File: config.mk
export PLATFORM = sky130hd
export DESIGN_NAME = obstacle_scheduler
export DESIGN_NICKNAME = d
export VERILOG_FILES = /design/src/rtl/game_pkg.sv /design/src/rtl/lfsr16.sv /design/src/rtl/obstacle_scheduler.sv
export SDC_FILE = /design/constraint.sdc
export NUM_CORES = 1
export LEC_CHECK = 0
export ABC_AREA = 1
export BUFFER_PORTS_ARGS = -buffer_cell sky130_fd_sc_hd__buf_2
export CORE_MARGIN = 4
export CORE_UTILIZATION = 60
export DETAILED_ROUTE_END_ITERATION = 16
export PLACE_DENSITY = 0.92
export SKIP_LAST_GASP = 1
export SYNTH_ARGS = -nofsm -noshare
export SYNTH_HDL_FRONTEND = slang
export SYNTH_SLANG_ARGS = --single-unit
File: constraint.sdc
create_clock -name frame_clk -period 8 [get_ports frame_clk]
set_clock_uncertainty 0.15 [all_clocks]
set_input_delay 0.8 -clock frame_clk [delete_from_list [all_inputs] [get_ports frame_clk]]
set_output_delay 0.8 -clock frame_clk [all_outputs]
set_load 0.1 [all_outputs]
File: src/rtl/game_pkg.sv
// Shared game-level types and constants for the scheduler, obstacle columns and renderer.
package game_pkg;

  typedef enum logic [1:0] {
    IDLE  = 2'd0,
    RUN   = 2'd1,
    CRASH = 2'd2,
    OVER  = 2'd3
  } game_state_t;

  localparam int SCREEN_W     = 640;
  localparam int PLAYER_COL_X = 210;
  localparam int SAFE_Y_RESET = 240;

  // Galois feedback mask for taps 16,14,13,11 (right-shifting form)
  localparam logic [15:0] LFSR_TAPS = 16'hB400;

  function automatic logic [15:0] lfsr16_next(input logic [15:0] v);
    return v[0] ? ((v >> 1) ^ LFSR_TAPS) : (v >> 1);
  endfunction

endpackage

File: src/rtl/lfsr16.sv
// 16-bit Galois LFSR; advances once per clock while en is high.
module lfsr16
  import game_pkg::*;
#(
  parameter logic [15:0] SEED = 16'hACE1
) (
  input  logic        clk,
  input  logic        rst_n,
  input  logic        en,
  output logic [15:0] q
);

  logic [15:0] q_q, q_d;

  always_comb begin
    q_d = q_q;
    if (en) q_d = lfsr16_next(q_q);
  end

  always_ff @(posedge clk or negedge rst_n) begin
    if (!rst_n) q_q <= SEED;
    else        q_q <= q_d;
  end

  assign q = q_q;

endmodule

File: src/rtl/obstacle_scheduler.sv
// Game FSM and column-slot scheduler: spawn timing, random safebox placement,
// pass/crash feedback into score and gravity inversion.
module obstacle_scheduler
  import game_pkg::*;
#(
  parameter int          NUM_SLOTS    = 4,
  parameter int          SPAWN_GAP    = 32,
  parameter int          COL_SPEED    = 5,
  parameter int          SAFE_MIN     = 120,
  parameter int          SAFE_MAX     = 360,
  parameter int          CRASH_FRAMES = 60,
  parameter logic [15:0] LFSR_SEED    = 16'hACE1
) (
  input  logic                    frame_clk,
  input  logic                    Reset,
  input  logic                    start,
  input  logic [NUM_SLOTS-1:0]    slot_collide,
  input  logic [NUM_SLOTS-1:0]    slot_passed,
  output logic [NUM_SLOTS-1:0]    slot_spawn,
  output logic [NUM_SLOTS-1:0]    slot_active,
  output logic [NUM_SLOTS*10-1:0] slot_safe_y,
  output logic [NUM_SLOTS-1:0]    slot_flip,
  output logic [10:0]             col_speed,
  output logic [1:0]              game_state,
  output logic [15:0]             score,
  output logic                    gravity_inv
);

  localparam int GW = $clog2(SPAWN_GAP + 1);
  localparam int CW = $clog2(CRASH_FRAMES + 1);
  localparam int KW = $clog2(NUM_SLOTS + 1);
  localparam int SW = NUM_SLOTS * 10;

  game_state_t          state_q, state_d;
  logic [GW-1:0]        gap_q, gap_d;
  logic [CW-1:0]        crash_q, crash_d;
  logic [NUM_SLOTS-1:0] active_q, active_d;
  logic [NUM_SLOTS-1:0] spawn_q, spawn_d;
  logic [NUM_SLOTS-1:0] flip_q, flip_d;
  logic [NUM_SLOTS-1:0] pass_hist_q, pass_hist_d;
  logic [SW-1:0]        safe_y_q, safe_y_d;
  logic [10:0]          speed_q, speed_d;
  logic [15:0]          score_q, score_d;
  logic                 ginv_q, ginv_d;

  logic [15:0]          lfsr_q;
  logic                 unused_lfsr;
  logic [NUM_SLOTS-1:0] pass_edge;
  logic [KW-1:0]        pass_cnt;
  logic                 flip_par;
  logic [16:0]          score_sum;
  logic [10:0]          safe_raw;
  logic [9:0]           new_safe_y;
  logic                 crash_hit;
  logic                 spawn_taken;

  lfsr16 #(.SEED(LFSR_SEED)) u_lfsr (
    .clk   (frame_clk),
    .rst_n (Reset),
    .en    (1'b1),
    .q     (lfsr_q)
  );

  assign unused_lfsr = ^lfsr_q[15:9];

  generate
    for (genvar gi = 0; gi < NUM_SLOTS; gi++) begin : g_edge
      assign pass_edge[gi] = slot_passed[gi] & active_q[gi] & ~pass_hist_q[gi];
    end
  endgenerate

  always_comb begin
    pass_cnt = '0;
    for (int i = 0; i < NUM_SLOTS; i++) pass_cnt = pass_cnt + KW'(pass_edge[i]);
    flip_par   = ^(pass_edge & flip_q);
    score_sum  = {1'b0, score_q} + 17'(pass_cnt);
    crash_hit  = |(slot_collide & active_q);
    safe_raw   = 11'(SAFE_MIN) + 11'(lfsr_q[7:0]);
    new_safe_y = (safe_raw > 11'(SAFE_MAX)) ? 10'(SAFE_MAX) : safe_raw[9:0];
  end

  always_comb begin
    state_d     = state_q;
    gap_d       = gap_q;
    crash_d     = crash_q;
    active_d    = active_q;
    spawn_d     = '0;
    flip_d      = flip_q;
    safe_y_d    = safe_y_q;
    speed_d     = speed_q;
    score_d     = score_q;
    ginv_d      = ginv_q;
    spawn_taken = 1'b0;
    // History is masked by active so a freshly spawned slot starts clean.
    pass_hist_d = slot_passed & active_q;

    case (state_q)
      IDLE: begin
        speed_d = '0;
        if (start) begin
          state_d  = RUN;
          speed_d  = 11'(COL_SPEED);
          score_d  = '0;
          ginv_d   = 1'b0;
          active_d = '0;
          gap_d    = '0;
        end
      end
      RUN: begin
        if (crash_hit) begin
          // Collision pre-empts any pass or spawn seen in the same frame.
          state_d = CRASH;
          speed_d = '0;
          crash_d = '0;
        end else begin
          speed_d  = 11'(COL_SPEED);
          score_d  = score_sum[16] ? 16'hFFFF : score_sum[15:0];
          ginv_d   = ginv_q ^ flip_par;
          active_d = active_q & ~pass_edge;
          if (gap_q == '0) begin
            for (int i = 0; i < NUM_SLOTS; i++) begin
              if (!spawn_taken && !active_q[i]) begin
                spawn_taken          = 1'b1;
                spawn_d[i]           = 1'b1;
                active_d[i]          = 1'b1;
                flip_d[i]            = lfsr_q[8];
                safe_y_d[10*i +: 10] = new_safe_y;
                pass_hist_d[i]       = 1'b0;
              end
            end
            if (spawn_taken) gap_d = GW'(SPAWN_GAP - 1);
          end else begin
            gap_d = gap_q - GW'(1);
          end
        end
      end
      CRASH: begin
        speed_d = '0;
        if (crash_q == CW'(CRASH_FRAMES - 1)) state_d = OVER;
        else                                  crash_d = crash_q + CW'(1);
      end
      OVER: begin
        speed_d = '0;
        if (start) begin
          state_d  = IDLE;
          active_d = '0;
        end
      end
      default: state_d = IDLE;
    endcase
  end

  always_ff @(posedge frame_clk or negedge Reset) begin
    if (!Reset) begin
      state_q     <= IDLE;
      gap_q       <= '0;
      crash_q     <= '0;
      active_q    <= '0;
      spawn_q     <= '0;
      flip_q      <= '0;
      pass_hist_q <= '0;
      safe_y_q    <= {NUM_SLOTS{10'(SAFE_Y_RESET)}};
      speed_q     <= '0;
      score_q     <= '0;
      ginv_q      <= 1'b0;
    end else begin
      state_q     <= state_d;
      gap_q       <= gap_d;
      crash_q     <= crash_d;
      active_q    <= active_d;
      spawn_q     <= spawn_d;
      flip_q      <= flip_d;
      pass_hist_q <= pass_hist_d;
      safe_y_q    <= safe_y_d;
      speed_q     <= speed_d;
      score_q     <= score_d;
      ginv_q      <= ginv_d;
    end
  end

  assign slot_spawn  = spawn_q;
  assign slot_active = active_q;
  assign slot_safe_y = safe_y_q;
  assign slot_flip   = flip_q;
  assign col_speed   = speed_q;
  assign game_state  = state_q;
  assign score       = score_q;
  assign gravity_inv = ginv_q;

endmodule

==> reports/summary.txt <==
Top post-synthesis cells by area: dfrtp_1 (38%), nand2_1 (13%), dfstp_2 (13%)
Grt total ovfl: 0
Critical path arrival: 3.56 ns
Max-cap violations: 0
Max Freq: 290 MHz
Leak pwr: 0.00299 µW
H-tree depth: 3
Comb pwr share: 0.506
DP HPWL: 8.56 mm
Final ANT Viol Nets: 0
Global Route Usage Sum: 0.255
R2R setup slack: 4.55 ns
Antenna diodes: 0
Post-synthesis cell count: 578
CORE AREA: 7850 µm²
Die area: 9750 µm²
Count of input and output buffers: 79
Post-synth EDFFs: 0
Run status: completed
Clock root buffer: clkbuf_8
First-pass DRT Iterations: 6
CP max FO: 10
Sw Pwr: 1090 µW
Async SR Flop Fraction: 1.00
Die height: 98.7 µm
Worst EP required: 8.10 ns
Final count of pins violating max slew: 0
Int Power: 910 µW
Clock power share: 0.162
Synthesized cell area: 4940 µm²
Initial Util: 0.630
Fill count: 619
Clock sinks: 100
Synth top area share: 0.385
First-pass GRT wire length: 19.9 mm
Ys flop type: dfrtp_1
Wire per inst: 15.8 µm
FP Rows: 32
CP Capture Type: flip-flop
Drt drc: 0
Synthesis-stage register bit count: 100
Setup TNS: 0 ns
Sequential fraction of the synthesis area: 0.513
Tightest Hold Check Type: primary input to asynchronous set/reset pin
Iter 0 DRT Violations: 233
Worst skew pair latency: 0.37 ns
Crit path kind: flip-flop to flip-flop
Via-per-instance ratio: 5.53
Hold Fails Final Rpt: 0
Worst Tran Pin Value: 0.851 ns
Final setup violating endpoints: 0
Count leader, synth: nand2_1
WL final: 12.0 mm
Area growth syn-to-layout: 11.7%
Yosys top cell by area: dfrtp_1
Synth cell types: 38
Fin crit share: 0.432
RSZ-0062 raised after global routing: no
Vias in the first global route: 4128
CTS tree: built
TritonCTS Buffers: 9
Die width: 98.7 µm
Yosys warns: 0
Largest net degree at the start of global routing: 73
Total power: 2000 µW
PD cells: 363 nW/µm²
Layout net count: 677
# hold bufs at CTS: 0
CP startpoint kind: flip-flop
Max IR drop VDD: 0.350 mV
Post-CTS sizing: 0
IO Pins: 93
Post-layout min period: 3.45 ns
Clock transition at the registers of the reported paths: 0.10 ns
Postcts setup bufs: 0
Initial antenna violation count: 0
Sw Ratio: 0.545
Synth cell count leaders: nand2_1 (170), dfrtp_1 (76), inv_1 (63), nand3_1 (51), o21ai_0 (43)
DR vias: 4210
Clock Tree Buf Depth: 2
Placer Congestion: 0.873
Sequential Power Share: 0.332
Syn_area_per_cell: 8.55 µm²
Share of post-route cells with drive strength above 1: 0.232
Rel. slew slack: 0.432
## stage by stage
step           setup WS (ns)  cells  cell area (µm²)  hold slack [ns]   util
2_1_floorplan           4.38    590             4990            0.181      -
3_5_place_dp            4.36    745             5320            0.197  0.678
5_1_grt                 4.29    761             5520            0.201  0.703
4_1_cts                 4.60    761             5520            0.190  0.703
3_3_place_gp            4.48    745             5320            0.188  0.678
6_report                4.55    761             5520            0.198  0.703
## placed cells by master (no fill, tap or decap), drive strengths merged
master  synthesis  layout
bufinv          0       1
o31ai           1       1
ha              9       9
buf            25      80
conb            1      13
o22ai           2       2
clkinv          0       5
fa              3       3
nand4           7       7
inv            71      72
nor3           10      10
a21oi           9       9
clkbuf          2       9
o21bai          1       1
nand3          53      53
o21ai          58      58
nand2         176     176
xor2           13      13
nor2           28      28
nand3b          2       2
dfstp          24      24
o211ai          1       1
xnor2           1       1
dfrtp          76      76
or2             5       5
## cells by family after synthesis
family	count (synthesis)	share of synthesized area
AND/OR/NAND/NOR	281	0.254
AO/OA/AOI/OAI	72	0.0788
flip-flops	100	0.513
adder cells (fa/ha/maj)	12	0.0349
other	1	0.000759
XOR/XNOR	14	0.0248
buffers and inverters	98	0.0945
## worst paths after layout
check | endpoint | startpoint | cells past startpoint
max in group asynchronous | slot_flip[0] | Reset | 2
hold / removal | crash_q[3] | Reset | 1
min in group frame_clk | u_lfsr.q[11] | u_lfsr.q[12] | 0
setup / recovery | score[0] | slot_active[0] | 13
setup reg to reg | score[0] | slot_active[0] | 13
hold reg to reg | u_lfsr.q[11] | u_lfsr.q[12] | 0
## worst max-delay path: stages, from the launching register on
cell,delay [ns]
dfrtp_1,0.60
nand3_1,0.22
fa_1,0.53
fa_1,0.42
inv_1,0.09
fa_1,0.23
nand2_1,0.07
nor2_1,0.13
nand2_1,0.10
nor2_2,0.19
nand3_2,0.21
nand2_1,0.14
nand2_1,0.10
o21ai_0,0.14
## area by class of cell
cell class                      count  area [µm²]  area share
Clock buffer                        9         124      0.0224
Clock inverter                      7        75.1      0.0136
Inverter                           71         269      0.0487
Multi-Input combinational cell    392        1990       0.360
Sequential cell                   100        2530       0.459
Tap cell                          102         128      0.0231
Timing Repair Buffer               80         405      0.0734
## flip-flops by register name, indices dropped and copies added, names as in the netlist
| signal | count |
|---|---|
| col_speed | 1 |
| crash_q | 6 |
| game_state | 2 |
| gap_q | 6 |
| gravity_inv | 1 |
| pass_hist_q | 4 |
| score | 16 |
| slot_active | 4 |
| slot_flip | 4 |
| slot_safe_y | 36 |
| slot_spawn | 4 |
| u_lfsr.q | 16 |
## power by group through the flow
stage	registers, µW	logic [µW]	clock network, µW
finish	664	1010	325
global route	676	1070	353
CTS	663	1010	332
detailed placement	671	1000	0
global placement	667	972	0
floorplan	1110	411	0
## per-layer routing
layer | share of wire | GRT usage | vias to the layer above
met5 | 0 | 0 | -
met2 | 0.50 | 0.419 | 206
met3 | 0.082 | 0.0679 | 33
met4 | 0.027 | 0.102 | 0
met1 | 0.39 | 0.320 | 2010
li1 | - | - | 1961
Note: power is estimated with default switching activity, not from simulation.
